[src/rtl/alu_arbiter_if.sv]
// ---------------------------------------------------------------------------
// alu_arbiter_if
// Bundles the request, shared-ALU and response buses of alu_arbiter.
//   req_*  : two requesters (bit i / suffix i = requester i)
//   alu_*  : operands/opcode/clear out to the shared ALU, result back
//   rsp_*  : per-requester response valid/ready with shared data/error
// Modports:
//   slave  - the arbiter view (takes requests, drives ALU and responses)
//   master - the environment view (requesters plus the ALU itself)
// ---------------------------------------------------------------------------
interface alu_arbiter_if #(
    parameter int WIDTH = 32
);
    logic [1:0]       req_valid;
    logic [1:0]       req_ready;
    logic [WIDTH-1:0] req_dataA0;
    logic [WIDTH-1:0] req_dataA1;
    logic [WIDTH-1:0] req_dataB0;
    logic [WIDTH-1:0] req_dataB1;
    logic [5:0]       req_Signal0;
    logic [5:0]       req_Signal1;
    logic [WIDTH-1:0] alu_dataA;
    logic [WIDTH-1:0] alu_dataB;
    logic [5:0]       alu_Signal;
    logic             alu_reset;
    logic [WIDTH-1:0] alu_dataOut;
    logic [1:0]       rsp_valid;
    logic [1:0]       rsp_ready;
    logic [WIDTH-1:0] rsp_data;
    logic             rsp_err;

    modport slave (
        input  req_valid, req_dataA0, req_dataA1, req_dataB0, req_dataB1,
        input  req_Signal0, req_Signal1,
        output req_ready,
        output alu_dataA, alu_dataB, alu_Signal, alu_reset,
        input  alu_dataOut,
        output rsp_valid, rsp_data, rsp_err,
        input  rsp_ready
    );

    modport master (
        output req_valid, req_dataA0, req_dataA1, req_dataB0, req_dataB1,
        output req_Signal0, req_Signal1,
        input  req_ready,
        input  alu_dataA, alu_dataB, alu_Signal, alu_reset,
        output alu_dataOut,
        input  rsp_valid, rsp_data, rsp_err,
        output rsp_ready
    );
endinterface

[src/rtl/alu_arbiter.sv]
// ---------------------------------------------------------------------------
// alu_arbiter
// Shares one multi-cycle ALU between two requesters. One operation is in
// flight at a time: IDLE (grant) -> EXEC (ALU_LAT cycles) -> RESP (until the
// granted requester accepts). Illegal opcodes skip EXEC and answer with
// result 0 and rsp_err=1.
// Ports:
//   clk    - rising-edge clock
//   reset  - asynchronous active-low reset, release synchronised internally
//   bus    - alu_arbiter_if.slave (requests, shared ALU, responses)
// Parameters:
//   WIDTH   - operand/result width
//   ALU_LAT - ALU settle cycles per operation (1..4)
// Build option:
//   ALU_ARB_PRIO_EN - when defined, requester 0 always wins a tie (fixed
//                     priority, no pointer); otherwise round-robin.
// All outputs come straight from flops.
// ---------------------------------------------------------------------------
module alu_arbiter #(
    parameter int WIDTH   = 32,
    parameter int ALU_LAT = 1
) (
    input  logic         clk,
    input  logic         reset,
    alu_arbiter_if.slave bus
);
    localparam logic [1:0] LAST_CNT = 2'(ALU_LAT - 1);

    typedef enum logic [1:0] {
        IDLE = 2'd0,
        EXEC = 2'd1,
        RESP = 2'd2
    } state_t;

    state_t           state_q, state_d;
    logic             run_q, run_d;
`ifndef ALU_ARB_PRIO_EN
    logic             ptr_q, ptr_d;
`endif
    logic             grant_q, grant_d;
    logic [1:0]       cnt_q, cnt_d;
    logic [1:0]       req_ready_q, req_ready_d;
    logic [WIDTH-1:0] alu_a_q, alu_a_d;
    logic [WIDTH-1:0] alu_b_q, alu_b_d;
    logic [5:0]       alu_op_q, alu_op_d;
    logic             alu_reset_q, alu_reset_d;
    logic [1:0]       rsp_valid_q, rsp_valid_d;
    logic [WIDTH-1:0] rsp_data_q, rsp_data_d;
    logic             rsp_err_q, rsp_err_d;

    logic             win_s;
    logic             hs_s;
    logic             hs_id_s;
    logic             rsp_ack_s;
    logic [WIDTH-1:0] a_in_s;
    logic [WIDTH-1:0] b_in_s;
    logic [5:0]       op_in_s;

    // Opcodes the ALU understands: ADD, SUB, AND, OR, SLT.
    function automatic logic legal_op(input logic [5:0] op);
        logic ok;
        case (op)
            6'd32, 6'd34, 6'd36, 6'd37, 6'd42: ok = 1'b1;
            default:                           ok = 1'b0;
        endcase
        return ok;
    endfunction

    function automatic logic [1:0] id_to_vec(input logic id);
        return id ? 2'b10 : 2'b01;
    endfunction

    // Arbitration winner among the currently valid requests.
    always_comb begin
        win_s = 1'b0;
        if (bus.req_valid == 2'b11) begin
`ifdef ALU_ARB_PRIO_EN
            win_s = 1'b0;
`else
            win_s = ptr_q;
`endif
        end else if (bus.req_valid == 2'b10) begin
            win_s = 1'b1;
        end else begin
            win_s = 1'b0;
        end
    end

    // Handshake detection and selection of the granted requester's payload.
    // req_ready is one-hot, so its bit 1 is the accepted requester's id.
    always_comb begin
        hs_s    = |(bus.req_valid & req_ready_q);
        hs_id_s = req_ready_q[1];
        if (hs_id_s) begin
            a_in_s  = bus.req_dataA1;
            b_in_s  = bus.req_dataB1;
            op_in_s = bus.req_Signal1;
        end else begin
            a_in_s  = bus.req_dataA0;
            b_in_s  = bus.req_dataB0;
            op_in_s = bus.req_Signal0;
        end
        rsp_ack_s = bus.rsp_ready[grant_q];
    end

    // Next-state and next-output logic of the IDLE/EXEC/RESP controller.
    always_comb begin
        state_d     = state_q;
        run_d       = 1'b1;
`ifndef ALU_ARB_PRIO_EN
        ptr_d       = ptr_q;
`endif
        grant_d     = grant_q;
        cnt_d       = cnt_q;
        alu_a_d     = alu_a_q;
        alu_b_d     = alu_b_q;
        alu_op_d    = alu_op_q;
        alu_reset_d = alu_reset_q;
        rsp_valid_d = rsp_valid_q;
        rsp_data_d  = rsp_data_q;
        rsp_err_d   = rsp_err_q;
        req_ready_d = 2'b00;

        case (state_q)
            IDLE: begin
                if (hs_s) begin
                    grant_d = hs_id_s;
`ifndef ALU_ARB_PRIO_EN
                    ptr_d   = ~hs_id_s;
`endif
                    cnt_d   = 2'd0;
                    if (legal_op(op_in_s)) begin
                        state_d     = EXEC;
                        alu_a_d     = a_in_s;
                        alu_b_d     = b_in_s;
                        alu_op_d    = op_in_s;
                        alu_reset_d = 1'b0;
                    end else begin
                        // Answer immediately; the ALU is never touched.
                        state_d     = RESP;
                        rsp_valid_d = id_to_vec(hs_id_s);
                        rsp_data_d  = {WIDTH{1'b0}};
                        rsp_err_d   = 1'b1;
                    end
                end else begin
                    state_d = IDLE;
                end
            end
            EXEC: begin
                if (cnt_q == LAST_CNT) begin
                    // Last settle cycle: capture result, park the ALU.
                    state_d     = RESP;
                    rsp_valid_d = id_to_vec(grant_q);
                    rsp_data_d  = bus.alu_dataOut;
                    rsp_err_d   = 1'b0;
                    alu_a_d     = {WIDTH{1'b0}};
                    alu_b_d     = {WIDTH{1'b0}};
                    alu_op_d    = 6'd0;
                    alu_reset_d = 1'b1;
                end else begin
                    cnt_d = cnt_q + 2'd1;
                end
            end
            RESP: begin
                if (rsp_ack_s) begin
                    state_d     = IDLE;
                    rsp_valid_d = 2'b00;
                    rsp_data_d  = {WIDTH{1'b0}};
                    rsp_err_d   = 1'b0;
                end else begin
                    state_d = RESP;
                end
            end
            default: begin
                state_d     = IDLE;
                alu_a_d     = {WIDTH{1'b0}};
                alu_b_d     = {WIDTH{1'b0}};
                alu_op_d    = 6'd0;
                alu_reset_d = 1'b1;
                rsp_valid_d = 2'b00;
                rsp_data_d  = {WIDTH{1'b0}};
                rsp_err_d   = 1'b0;
            end
        endcase

        // Offer a grant only in cycles that will be spent in IDLE, and only
        // once reset release has been synchronised.
        if ((state_d == IDLE) && run_q && (bus.req_valid != 2'b00)) begin
            req_ready_d = id_to_vec(win_s);
        end else begin
            req_ready_d = 2'b00;
        end
    end

    // State and output registers; asynchronous clear on reset low.
    always_ff @(posedge clk or negedge reset) begin
        if (!reset) begin
            state_q     <= IDLE;
            run_q       <= 1'b0;
`ifndef ALU_ARB_PRIO_EN
            ptr_q       <= 1'b0;
`endif
            grant_q     <= 1'b0;
            cnt_q       <= 2'd0;
            req_ready_q <= 2'b00;
            alu_a_q     <= {WIDTH{1'b0}};
            alu_b_q     <= {WIDTH{1'b0}};
            alu_op_q    <= 6'd0;
            alu_reset_q <= 1'b1;
            rsp_valid_q <= 2'b00;
            rsp_data_q  <= {WIDTH{1'b0}};
            rsp_err_q   <= 1'b0;
        end else begin
            state_q     <= state_d;
            run_q       <= run_d;
`ifndef ALU_ARB_PRIO_EN
            ptr_q       <= ptr_d;
`endif
            grant_q     <= grant_d;
            cnt_q       <= cnt_d;
            req_ready_q <= req_ready_d;
            alu_a_q     <= alu_a_d;
            alu_b_q     <= alu_b_d;
            alu_op_q    <= alu_op_d;
            alu_reset_q <= alu_reset_d;
            rsp_valid_q <= rsp_valid_d;
            rsp_data_q  <= rsp_data_d;
            rsp_err_q   <= rsp_err_d;
        end
    end

    assign bus.req_ready  = req_ready_q;
    assign bus.alu_dataA  = alu_a_q;
    assign bus.alu_dataB  = alu_b_q;
    assign bus.alu_Signal = alu_op_q;
    assign bus.alu_reset  = alu_reset_q;
    assign bus.rsp_valid  = rsp_valid_q;
    assign bus.rsp_data   = rsp_data_q;
    assign bus.rsp_err    = rsp_err_q;
endmodule

[src/flat_wrapper.sv]
// flat-port wrapper written by rule: the top's interface ports become plain ports
module alu_arbiter_flat 
#(
    parameter int WIDTH   = 32,
    parameter int ALU_LAT = 1
)
  (clk, reset, bus_req_valid, bus_req_dataA0, bus_req_dataA1, bus_req_dataB0, bus_req_dataB1, bus_req_Signal0, bus_req_Signal1, bus_req_ready, bus_alu_dataA, bus_alu_dataB, bus_alu_Signal, bus_alu_reset, bus_alu_dataOut, bus_rsp_valid, bus_rsp_data, bus_rsp_err, bus_rsp_ready);
  alu_arbiter_if #(.WIDTH(WIDTH)) bus_i ();
  input  logic clk;
  input  logic reset;
  input wire logic [$bits(bus_i.req_valid)-1:0] bus_req_valid;
  input wire logic [$bits(bus_i.req_dataA0)-1:0] bus_req_dataA0;
  input wire logic [$bits(bus_i.req_dataA1)-1:0] bus_req_dataA1;
  input wire logic [$bits(bus_i.req_dataB0)-1:0] bus_req_dataB0;
  input wire logic [$bits(bus_i.req_dataB1)-1:0] bus_req_dataB1;
  input wire logic [$bits(bus_i.req_Signal0)-1:0] bus_req_Signal0;
  input wire logic [$bits(bus_i.req_Signal1)-1:0] bus_req_Signal1;
  output wire logic [$bits(bus_i.req_ready)-1:0] bus_req_ready;
  output wire logic [$bits(bus_i.alu_dataA)-1:0] bus_alu_dataA;
  output wire logic [$bits(bus_i.alu_dataB)-1:0] bus_alu_dataB;
  output wire logic [$bits(bus_i.alu_Signal)-1:0] bus_alu_Signal;
  output wire logic [$bits(bus_i.alu_reset)-1:0] bus_alu_reset;
  input wire logic [$bits(bus_i.alu_dataOut)-1:0] bus_alu_dataOut;
  output wire logic [$bits(bus_i.rsp_valid)-1:0] bus_rsp_valid;
  output wire logic [$bits(bus_i.rsp_data)-1:0] bus_rsp_data;
  output wire logic [$bits(bus_i.rsp_err)-1:0] bus_rsp_err;
  input wire logic [$bits(bus_i.rsp_ready)-1:0] bus_rsp_ready;
  assign bus_i.req_valid = bus_req_valid;
  assign bus_i.req_dataA0 = bus_req_dataA0;
  assign bus_i.req_dataA1 = bus_req_dataA1;
  assign bus_i.req_dataB0 = bus_req_dataB0;
  assign bus_i.req_dataB1 = bus_req_dataB1;
  assign bus_i.req_Signal0 = bus_req_Signal0;
  assign bus_i.req_Signal1 = bus_req_Signal1;
  assign bus_req_ready = bus_i.req_ready;
  assign bus_alu_dataA = bus_i.alu_dataA;
  assign bus_alu_dataB = bus_i.alu_dataB;
  assign bus_alu_Signal = bus_i.alu_Signal;
  assign bus_alu_reset = bus_i.alu_reset;
  assign bus_i.alu_dataOut = bus_alu_dataOut;
  assign bus_rsp_valid = bus_i.rsp_valid;
  assign bus_rsp_data = bus_i.rsp_data;
  assign bus_rsp_err = bus_i.rsp_err;
  assign bus_i.rsp_ready = bus_rsp_ready;
  alu_arbiter #(.WIDTH(WIDTH), .ALU_LAT(ALU_LAT)) u_core (.clk(clk), .reset(reset), .bus(bus_i));
endmodule
[config.mk]
export PLATFORM = sky130hd
export DESIGN_NAME = alu_arbiter_flat
export DESIGN_NICKNAME = d
export VERILOG_FILES = /design/src/rtl/alu_arbiter_if.sv /design/src/rtl/alu_arbiter.sv /design/src/flat_wrapper.sv
export SDC_FILE = /design/constraint.sdc
export NUM_CORES = 1
export LEC_CHECK = 0
export CELL_PAD_IN_SITES_DETAIL_PLACEMENT = 0
export CELL_PAD_IN_SITES_GLOBAL_PLACEMENT = 1
export CORE_ASPECT_RATIO = 0.8
export CORE_MARGIN = 2
export CORE_UTILIZATION = 30
export DETAILED_ROUTE_END_ITERATION = 8
export GPL_TIMING_DRIVEN = 0
export MAX_ROUTING_LAYER = met4
export PLACE_DENSITY_LB_ADDON = 0.1
export SLEW_MARGIN = 20
export SYNTH_ARGS = -nofsm -noshare
export SYNTH_HDL_FRONTEND = slang
export SYNTH_SLANG_ARGS = --single-unit
[constraint.sdc]
create_clock -name clk -period 2.4 [get_ports clk]
set_input_delay 0.36 -clock clk [delete_from_list [all_inputs] [get_ports clk]]
set_output_delay 0.36 -clock clk [all_outputs]
set_load 0.01 [all_outputs]
### After elaboration in Yosys (flattened, before gate mapping)

Cells that the tools add are included.

| operators by class | value |
|---|---|
| magnitude comparators | 1 |
| multipliers | 0 |
| reductions and logical operators | 13 |
| shift operators | 0 |
| div/mod/pow operators | 0 |
| equality and inequality tests | 15 |
| add/subtract/negate cells | 1 |
| bitwise operators | 3 |
| multiplexer cells | 52 |

Operator list:

| cell | count |
|---|---|
| $mux W32 | 11 |
| $pmux W32 S3 | 3 |
| $eq A6 B6 Y1 const B | 5 |
| $mux W2 | 14 |
| $mux W6 | 4 |
| $pmux W6 S3 | 1 |
| $mux W1 | 14 |
| $pmux W2 S3 | 2 |
| $ne A2 B1 Y1 const B | 4 |
| $reduce_and A4 Y1 | 2 |
| $eq A2 B2 Y1 const B | 3 |
| $logic_not A2 Y1 | 3 |
| $pmux W1 S3 | 2 |
| $reduce_or A5 Y1 | 1 |
| $ne A2 B2 Y1 const B | 2 |
| $pmux W2 S2 | 1 |
| $reduce_bool A2 Y1 | 2 |
| $reduce_and A3 Y1 | 1 |
| $add A2 B1 Y2 const B | 1 |
| $and A2 B2 Y2 | 1 |
| $eq A2 B1 Y1 const B | 1 |
| $logic_and A1 B1 Y1 | 2 |
| $lt A1 B2 Y1 const B | 1 |
| $not A1 Y1 | 2 |
| other kinds (2) | 2 |

| word-level totals | value |
|---|---|
| register bits after elaboration | 115 |
| memories | 0 |
| output and inout port bits | 108 |
| latch bits | 0 |
| bits in writable memories | 0 |
| word-level logic and storage cells | 98 |
| ROM bits | 0 |
| bits of input ports | 178 |

### Longest topological paths before layout

Gate-level depths: netlist of the first run.

| logic depth | value |
|---|---|
| word-level depth | 13 |
| gate-level depth with buffers | 8 |
| gate-level depth less buffers | 6 |

### Least setup slack after synthesis of the first run

Ideal clock, no wire load.

| timing path | value |
|---|---|
| kind | register to register |
| start point | reg u_core.req_ready_q[1], in the netlist u_core.bus.req_ready[1] |
| end point | reg u_core.alu_op_q[5], in the netlist u_core.bus.alu_Signal[5] |
| required time | 2,254 ps |
| arrival time | 1,630 ps |
| period minus slack after synthesis | 1,776 ps |
| stages on the path, launching flop included | 6 |
| setup slack | 624 ps |
| path through | dfrtp_1 > mux2i_1 > mux2_2 > nand4_2 > buf_2 > o311ai_0 |

| between the ends | value |
|---|---|
| cells in the longest elaborated chain, start to end | 8 |
| elaborated cells between the ends (all ways) | 18 |
| classes of those cells | eq/ne: 7; mux: 7; bitwise: 1; reduce/logical: 3 |

Ends and longest elaborated chain:

| what | RTL line | RTL |
|---|---|---|
| from (decl) | alu_arbiter.sv:42 | `logic [1:0] req_ready_q, req_ready_d;` |
| from (signal assigned) | alu_arbiter.sv:221 | `req_ready_q <= req_ready_d;` |
| $mux W6 | alu_arbiter.sv:94 | `if (hs_id_s) begin` |
| $eq A6 B6 Y1 | alu_arbiter.sv:62 | `case (op)` |
| $reduce_or A5 Y1 | alu_arbiter.sv:62 |  |
| $mux W1 | alu_arbiter.sv:62 |  |
| $mux W1 | alu_arbiter.sv:126 | `if (hs_s) begin` |
| $mux W1 | alu_arbiter.sv:124 | `case (state_q)` |
| $ne A2 B1 Y1 (no line) | - |  |
| $reduce_and A4 Y1 (no line) | - |  |
| to (signal assigned) | alu_arbiter.sv:224 | `alu_op_q <= alu_op_d;` |
| to (decl) | alu_arbiter.sv:45 | `logic [5:0] alu_op_q, alu_op_d;` |

Parallel ways exist; a longest one is shown, timed or not. The select of a mux whose other input is x is not followed.
A chain may end at the register's enable or synchronous reset.

### Final worst setup path of the first run

Ends and elaborated chain as after synthesis.

==> run_results.csv, run 1 <==
group,metric,value,unit
outcome,outcome,"finished clean",
synth,ys_ff_latch,115,
clock_network,clkSlewWorstSetupHoldPaths,0.06,ns
sta,max_freq,443,MHz
synth,syn_area,5970,um2
finish,antennaDiodeCount,0,
power,p_leak,0.00427,uW
finish,synthToLayoutAreaGrowth,64.6,%
critical_path,arrival,2.51,ns
sta,period_share,0.942,
critical_path,crit_end,"u_core.bus.alu_Signal[5]",
clock_network,clock_latency,0.41,ns
hold_path,hold_class,"in2async",
critical_path,worstSetupPathType,"reg2reg",
drt,dr.pass1.iters,5,
placed_design,place_ws,-0.269,ns
placed_design,detailedPlacementHpwl,15900,um
critical_path,end_kind,"register",
clock_network,cts_setup_buffers,0,
synth,yosys_warnings,0,
critical_path,regToRegEndpoint,"u_core.bus.alu_Signal[5]",
drt,ant_nets,0,
global_route,grt_pass1_vias,6026,
sta,drv_slew,0,
synth,synthFlopType,"dfrtp_1",
die,initial_core_util,0.303,
sta,rsz0062_at_grt,"false",
global_route,grt_start_max_net_pins,64,
sta,finClkSkew,0.00746,ns
synth,yosysSeqAreaShare,0.483,
clock_network,cts_tree,"done",
drt,wire_per_inst,17.3,um
sta,worst_pin_slew,0.779,ns
die,die_area,21000,um2
die,die_y,130,um
critical_path,r2r_slack,0.14,ns
critical_path,r2r_start,"u_core.bus.req_ready[1]",
die,core,19700,um2
power,power.total,7600,uW
die,die_w,162,um
global_route,antenna_found_initial,0,
run,maxCapViolCount,0,
sta,finalSetupViolCount,0,
clock_network,cts-htree-levels,4,
drt,vias,6125,
power,power_per_cell_area,774,nW/um2
die,num_io_pins,286,
synth,mappedNetlistNets,817,
placed_design,io_buffers,285,
synth,postSynth.asyncResetShare,1.00,
placed_design,gp_congestion,0.771,
critical_path,reg2reg_depth,5,
clock_network,cts_sinks,115,
drt,wl,21100,um
synth,syn-instance-count,638,
synth,synth_cell_types,45,
clock_network,cts_inserted_buffers,17,
sta,worst_slew_margin_rel,0.480,
die,rows,46,
critical_path,start_kind,"register",
sta,min_period,2.26,ns
sta,timing.final.ws_setup,0.140,ns
finish,fin_nets,1123,
clock_network,clockBufferDepth,2,
global_route,overflow,0,
finish,drive_gt1_frac,0.0669,
global_route,track_usage,0.205,
global_route,grt_pass1_wl,32400,um
drt,drtIter0Drc,329,
critical_path,critPathLaunch,"u_core.bus.req_ready[1]",
drt,drc,0,
clock_network,root_buffer,"clkbuf_16",
drt,vias_per_cell,5.02,
critical_path,crit_required,2.65,ns
critical_path,worstPathMaxFanout,10,
sta,finalHoldViolations,0,
synth,avgSynthCellArea,9.35,um2
sta,timing.hold.ws,0.461,ns
synth,synth_edf_count,0,
power,peakVddDrop,0.000372,V
placed cells by master (no fill, tap or decap), drive strengths merged, types with 3 or more instances in the layout:
cell,instances
a21oi,3
buf,25
bufinv,4
clkbuf,48
clkdlybuf4s50,284
clkinv,6
dfrtp,114
inv,4
mux2i,70
nand2,241
nand2b,3
nor2b,3
nor3,3
o211ai,35
o21a,4
o21ai,7
o221ai,67
or3,3
worst max-delay path: stages (launching register included):
cell      delay, ns
dfrtp_1        0.45
mux2i_1        0.44
mux2_2         0.46
nand4_2        0.26
buf_2          0.30
o311ai_0       0.19
state kept, by name (all words and copies together), names as in the netlist:
| register | cells |
|---|---|
| u_core.bus.req_ready | 2 |
| u_core.bus.alu_reset | 1 |
| u_core.run_q | 1 |
| u_core.ptr_q | 1 |
| u_core.bus.alu_dataA | 32 |
| u_core.bus.rsp_data | 32 |
| u_core.cnt_q | 2 |
| u_core.bus.rsp_err | 1 |
| u_core.bus.rsp_valid | 2 |
| u_core.grant_q | 1 |
| u_core.state_q | 2 |
| u_core.bus.alu_Signal | 6 |
| u_core.bus.alu_dataB | 32 |
kinds of logic after synthesis:
group / share of synthesized area
adders and majority gates: 0.00210
other: 0.000629
AOI/OAI and AO/OA: 0.173
muxes: 0.119
and+or+nand+nor: 0.181
DFF: 0.483
buffers and inverters: 0.0413
through the flow:
step | TNS [ns] | cells | instance area [um2] | util
6_report | 0 | 1220 | 9820 | 0.499
5_1_grt | 0 | 1220 | 9820 | 0.499
4_1_cts | 0 | 1220 | 9800 | 0.498
3_5_place_dp | -14.84 | 1188 | 9180 | 0.466
3_3_place_gp | -439.95 | 1187 | 9150 | 0.465
2_1_floorplan | 0 | 638 | 5970 | -
worst min path at each step:
stage	slack (ns)	depth (start not counted)	from	endpoint
after floorplan	0.06	0	reset	u_core.bus.alu_Signal[0]
after global placement	0.47	1	u_core.bus.alu_Signal[4]	u_core.bus.alu_Signal[4]
after detailed placement	0.36	1	reset	u_core.bus.alu_dataA[16]
after CTS	0.49	2	reset	u_core.bus.alu_dataA[16]
after global routing	0.51	2	reset	u_core.bus.alu_dataA[17]
final	0.46	2	reset	u_core.bus.alu_dataA[16]
Yosys cell counts, types with 2 or more instances:
library cell  instances  area share
o21a_1                4      0.0050
a21oi_1               3      0.0025
o311ai_0              2      0.0029
nand2_1             241        0.15
a31oi_1               2      0.0021
o211ai_1             35       0.044
buf_2                20       0.017
nor2b_1               3      0.0031
clkbuf_1             28       0.018
o21ai_0               5      0.0042
inv_1                 4      0.0025
nand3_1               2      0.0017
nor3_1                2      0.0017
mux2i_1              70        0.12
nand2b_1              3      0.0031
or3_1                 3      0.0031
o2111ai_1             2      0.0029
o21ai_1               2      0.0017
dfrtp_1             114        0.48
and3_1                2      0.0021
o221ai_1             67       0.098
power breakdown:
part	internal [uW]	switching, uW
logic	1210	1310
clock network	1750	899
registers	2220	218
timing repair:
action / 4_1_cts / 5_1_grt
pin swaps: 0 / 0
endpoints found under the setup margin: 50 / 99
hold endpoints to repair: 52 / 0
gates resized for setup: 1 / 5
hold buffers: 1 / 0
final cells by class:
cell class	instances	area, um2
sequential	115	2880
buffer	51	229
tap	264	330
clock inverter	11	160
inverter	5	18.8
fill	1818	9870
multi-input combinational	467	2860
timing repair buffer	287	2890
clock buffer	20	447
metal layers:
metal	GRT usage	wire, um	vias up
met4	0.0625	372	0
li1	-	-	2909
met1	0.259	9220	2933
met5	-	0	-
met3	0.0629	1750	28
met2	0.317	9730	255
No activity file was read; power rests on OpenSTA's default activity.
==> run 2, diff against run 1 <==
Settings changed: CELL_PAD_IN_SITES_DETAIL_PLACEMENT 0 to default, CELL_PAD_IN_SITES_GLOBAL_PLACEMENT 1 to default, CORE_UTILIZATION 30 to 41, PLACE_DENSITY from default to 0.81, PLACE_DENSITY_LB_ADDON 0.1 to default.
==> run 2 against run 1 <==
  * Routed wire length decreased by 4.6%
  * Clock skew shrank 0.0022 ns
  * Worst setup slack gained 0.017 ns
  * Design area shrank 0.47%
  * Clock power increased by 6%
  * Sequential share of layout area up 0.14 points
  * Largest power group unchanged
  * Highest routed layer unchanged
==> run_results.csv, run 2 (synthesized netlist as in run 1, its figures left out) <==
group,metric,value,unit
drt,vias,6104,
critical_path,crit_path_cell_trace,"buf_4 > buf_6 > buf_1 > mux2i_1 > o221ai_1",
critical_path,start_kind,"register",
finish,multi_input_area,2860,um2
finish,layout_common_cells,"clkdlybuf4s50_1, nand2_1, dfrtp_1",
die,die_area,15500,um2
clock_network,root_buffer,"clkbuf_16",
die,rows,39,
sta,worst_pin_slew,0.786,ns
global_route,track_usage,0.270,
critical_path,slowest_delay,0.61,ns
sta,tns,0,ns
die,core,14200,um2
global_route,overflow,0,
drt,ant_nets,0,
sta,max_freq,446,MHz
drt,vias_per_cell,5.34,
finish,fillers,1137,
critical_path,worstSetupPathType,"reg2reg",
global_route,grt_start_max_net_pins,76,
critical_path,arrival,2.52,ns
clock_network,clockBufferDepth,2,
clock_network,cts-htree-levels,4,
critical_path,cpMaxStageDelayCell,"buf_1",
sta,finClkSkew,0.00530,ns
drt,drtIter0Drc,349,
critical_path,crit_required,2.67,ns
sta,worst_slew_margin_rel,0.476,
power,p_leak,0.00431,uW
sta,drv_slew,0,
critical_path,end_kind,"register",
finish,fin_nets,1125,
die,initial_core_util,0.419,
placed_design,io_buffers,285,
clock_network,cts_tree,"done",
finish,drive_gt1_frac,0.0678,
global_route,antenna_found_initial,0,
clock_network,cts_inserted_buffers,17,
sta,min_period,2.24,ns
finish,instances_no_fill,1143,
die,die_w,139,um
sta,finalSetupViolCount,0,
hold_path,hold_class,"in2async",
die,num_io_pins,286,
die,die_y,112,um
finish,antennaDiodeCount,0,
clock_network,clkSlewWorstSetupHoldPaths,0.05,ns
finish,layout_commonest_cell,"clkdlybuf4s50_1",
run,maxCapViolCount,0,
clock_network,cts_sinks,115,
finish,final_util,0.686,
placed_design,detailedPlacementHpwl,14800,um
power,power_per_cell_area,792,nW/um2
outcome,outcome,"finished clean",
drt,wl,20100,um
clock_network,clock_latency,0.41,ns
drt,wire_per_inst,17.6,um
finish,regArea,2880,um2
drt,drc,0,
sta,finalHoldViolations,0,
global_route,grt_pass1_wl,32300,um
drt,dr.pass1.iters,5,
critical_path,worstPathMaxFanout,10,
power,peakVddDrop,0.000679,V
placed_design,dp.cells,1108,
finish,synthToLayoutAreaGrowth,63.8,%
sta,period_share,0.935,
critical_path,cp_num_buf_inv,3,
sta,timing.hold.ws,0.437,ns
placed_design,gp_congestion,0.835,
critical_path,crit_family,"buffers and inverters",
global_route,grt_pass1_vias,6144,
==> run 2: worst paths after layout <==
path	from	end	slack, ns	depth (start not counted)
setup / recovery	u_core.bus.req_ready[1]	u_core.bus.alu_dataB[1]	0.16	5
hold / removal	reset	u_core.bus.rsp_data[12]	0.44	2
setup reg to reg	u_core.bus.req_ready[1]	u_core.bus.alu_dataB[1]	0.16	5
hold reg to reg	u_core.bus.alu_Signal[4]	u_core.bus.alu_Signal[4]	0.49	1
max in group asynchronous	reset	u_core.bus.alu_reset	1.22	3
min in group clk	u_core.bus.alu_Signal[4]	u_core.bus.alu_Signal[4]	0.49	1
==> run 2: layout make-up <==
| class | instances | share of cell area |
|---|---|---|
| Sequential cell | 115 | 0.295 |
| Buffer | 51 | 0.0233 |
| Clock buffer | 22 | 0.0485 |
| Inverter | 5 | 0.00192 |
| Timing Repair Buffer | 289 | 0.297 |
| Multi-Input combinational cell | 467 | 0.292 |
| Tap cell | 184 | 0.0236 |
| Clock inverter | 10 | 0.0182 |
==> run 2: report_power, final <==
| part | leakage [uW] | internal [uW] | switching (uW) |
|---|---|---|---|
| Combinational | 0.00275 | 1220 | 1270 |
| Clock | 0.000320 | 1920 | 894 |
| Sequential | 0.00124 | 2220 | 225 |
==> run 2: metal layers <==
layer | GRT usage | routed length [um] | vias to the layer above
met5 | - | 0 | -
met4 | 0.0680 | 315 | 0
met3 | 0.0925 | 1740 | 28
met2 | 0.420 | 9510 | 253
met1 | 0.341 | 8550 | 2903
li1 | - | - | 2920
==> run 2: repair_timing <==
action                     in CTS  in global routing
setup endpoints to repair      27                 34
hold buffers                    1                  0
hold endpoints to repair       40                  0
pin swaps                       0                  1
gates resized for setup         2                  1
setup buffers                   0                  2
==> run 2: worst register-to-register path, cell delays in order, from the launching register on <==
cell	delay, ns
dfrtp_1	0.49
buf_4	0.26
buf_6	0.19
buf_1	0.62
mux2i_1	0.38
o221ai_1	0.17
==> run 2: through the flow <==
| step | total power (uW) | setup slack, ns | instance area (um2) |
|---|---|---|---|
| after detailed placement | 4940 | -0.238 | 9080 |
| after global placement | 4880 | -3.58 | 9050 |
| final | 7740 | 0.157 | 9770 |
| after floorplan | 3700 | 0.624 | 5970 |
| after CTS | 7780 | 0.148 | 9750 |
| after global routing | 8150 | -0.00744 | 9770 |
==> run 3, diff against run 2 <==
Settings changed: CORE_UTILIZATION 41 to 42, CTS_BUF_LIST from default to sky130_fd_sc_hd__clkbuf_8, PLACE_DENSITY 0.81 to 0.82.
Clock period 2.4 ns to 2.5 ns, I/O delays scaled along.
==> run 3 against run 2 <==
  * Final cell count shrank 0.61%
  * Count of clock-buffer cells in the layout shrank 5
  * First-iteration DRC count is 24% higher
  * Worst hold slack worse by 0.0031 ns
==> run_results.csv, run 3 (synthesized netlist as in run 1, its figures left out) <==
group,metric,value,unit
outcome,outcome,"finished clean",
sta,finalSetupViolCount,0,
clock_network,cts_setup_buffers,0,
finish,layout_common_cells,"clkdlybuf4s50_1, nand2_1, dfrtp_1",
clock_network,cts_sinks,115,
die,die_w,137,um
hold_path,hold_class,"in2async",
power,p_sw_frac,0.355,
drt,vias,6209,
die,die_area,15200,um2
finish,antennaDiodeCount,0,
power,switching_power,2300,uW
sta,rsz0062_at_grt,"false",
run,maxCapViolCount,0,
power,p_leak,0.00416,uW
placed_design,detailedPlacementHpwl,15100,um
power,p_clk_frac,0.269,
clock_network,cts_inserted_buffers,17,
global_route,antenna_found_initial,0,
placed_design,io_buffers,285,
power,seq_power_share,0.362,
finish,fillers,1084,
finish,drive_gt1_frac,0.0669,
global_route,overflow,0,
clock_network,root_buffer,"clkbuf_8",
drt,ant_nets,0,
die,initial_core_util,0.434,
sta,finalHoldViolations,0,
drt,wl,20100,um
sta,max_freq,445,MHz
finish,layout_commonest_cell,"clkdlybuf4s50_1",
clock_network,cts-htree-levels,4,
critical_path,worstSetupPathType,"reg2reg",
die,num_io_pins,286,
sta,period_share,0.900,
power,power_per_cell_area,683,nW/um2
die,die_y,111,um
die,core,13700,um2
drt,drc,0,
sta,tns,0,ns
critical_path,worstPathMaxFanout,10,
sta,worst_slew_margin_rel,0.469,
placed_design,place_area,9070,um2
sta,finClkSkew,0.0174,ns
sta,drv_slew,0,
drt,vias_per_cell,5.47,
finish,synthToLayoutAreaGrowth,59.0,%
die,rows,38,
finish,finalInstanceArea,9480,um2
global_route,grt_start_max_net_pins,80,
placed_design,gp_congestion,0.783,
critical_path,end_kind,"register",
drt,wire_per_inst,17.7,um
clock_network,clock_latency,0.43,ns
sta,worst_pin_slew,0.797,ns
clock_network,clockBufferDepth,2,
clock_network,clkSlewWorstSetupHoldPaths,0.07,ns
drt,drtIter0Drc,433,
placed_design,place_ws,-0.116,ns
critical_path,start_kind,"register",
sta,timing.final.ws_setup,0.250,ns
power,peakVddDrop,0.000445,V
power,power.total,6480,uW
power,p_comb_frac,0.369,
critical_path,crit_required,2.78,ns
power,p_int,4180,uW
global_route,grt_pass1_wl,31600,um
critical_path,arrival,2.53,ns
clock_network,cts_tree,"done",
sta,min_period,2.25,ns
drt,dr.pass1.iters,4,
finish,fin_nets,1123,
global_route,track_usage,0.275,
global_route,grt_pass1_vias,6151,
==> run 3: cell count changes in the layout (fill, tap and decap cells not counted), moves of 2 or more <==
cell        change
inv_6           +2
bufinv_16       -3
clkbuf_16      -17
clkbuf_8       +14
clkinv_2        -3
clkinvlp_4      +3
buf_4           -2
clkinv_4        +5
clkbuf_1        -2
==> run 3: power by group through the flow <==
stage                     logic, uW  registers [uW]  clock network, uW
after floorplan                1100            2450                  0
after global placement         2330            2360                  0
after global routing           2630            2380               1860
after detailed placement       2390            2370                  0
final                          2390            2340               1740
after CTS                      2400            2340               1780
==> run 3: through the flow <==
step	utilization	cells	hold slack, ns
after global placement	0.658	1103	0.469
after global routing	0.690	1136	0.445
after CTS	0.689	1136	0.404
after floorplan	-	638	0.0794
after detailed placement	0.660	1104	0.304
final	0.690	1136	0.434
==> run 3: routing by layer <==
layer | routed length (um) | part of all wire | GRT usage
met1 | 8370 | 0.42 | 0.349
met2 | 9320 | 0.46 | 0.412
met3 | 1730 | 0.086 | 0.0689
met4 | 723 | 0.036 | 0.126
met5 | 0 | 0 | -
==> run 3: worst paths after layout <==
path | startpoint | end | slack [ns] | cells past startpoint
max in group asynchronous | reset | u_core.bus.alu_reset | 1.35 | 3
worst min-delay path | reset | u_core.bus.alu_dataA[4] | 0.43 | 2
min in group clk | u_core.bus.alu_Signal[4] | u_core.bus.alu_Signal[4] | 0.50 | 1
worst max-delay path | u_core.bus.req_ready[1] | u_core.bus.alu_Signal[5] | 0.25 | 5
worst min register to register | u_core.bus.alu_Signal[4] | u_core.bus.alu_Signal[4] | 0.50 | 1
worst max register to register | u_core.bus.req_ready[1] | u_core.bus.alu_Signal[5] | 0.25 | 5
==> run 3: cell type report <==
class	count	area, um2	share of cell area
Timing Repair Buffer	287	2890	0.305
Sequential cell	115	2880	0.304
Multi-Input combinational cell	467	2850	0.301
Clock buffer	17	234	0.0247
Buffer	51	228	0.0240
Tap cell	180	225	0.0237
Clock inverter	14	156	0.0165
Inverter	5	18.8	0.00198
==> run 3: worst max-delay path, cell delays in order (launching register included) <==
cell	delay (ns)
dfrtp_1	0.51
mux2i_1	0.43
mux2_2	0.45
nand4_2	0.25
buf_2	0.28
o311ai_0	0.18
==> run 3: what timing repair did <==
item	CTS	global route
endpoints found under the setup margin	0	42
hold buffers	1	0
endpoints found under the hold margin	36	0
gates resized for setup	0	2
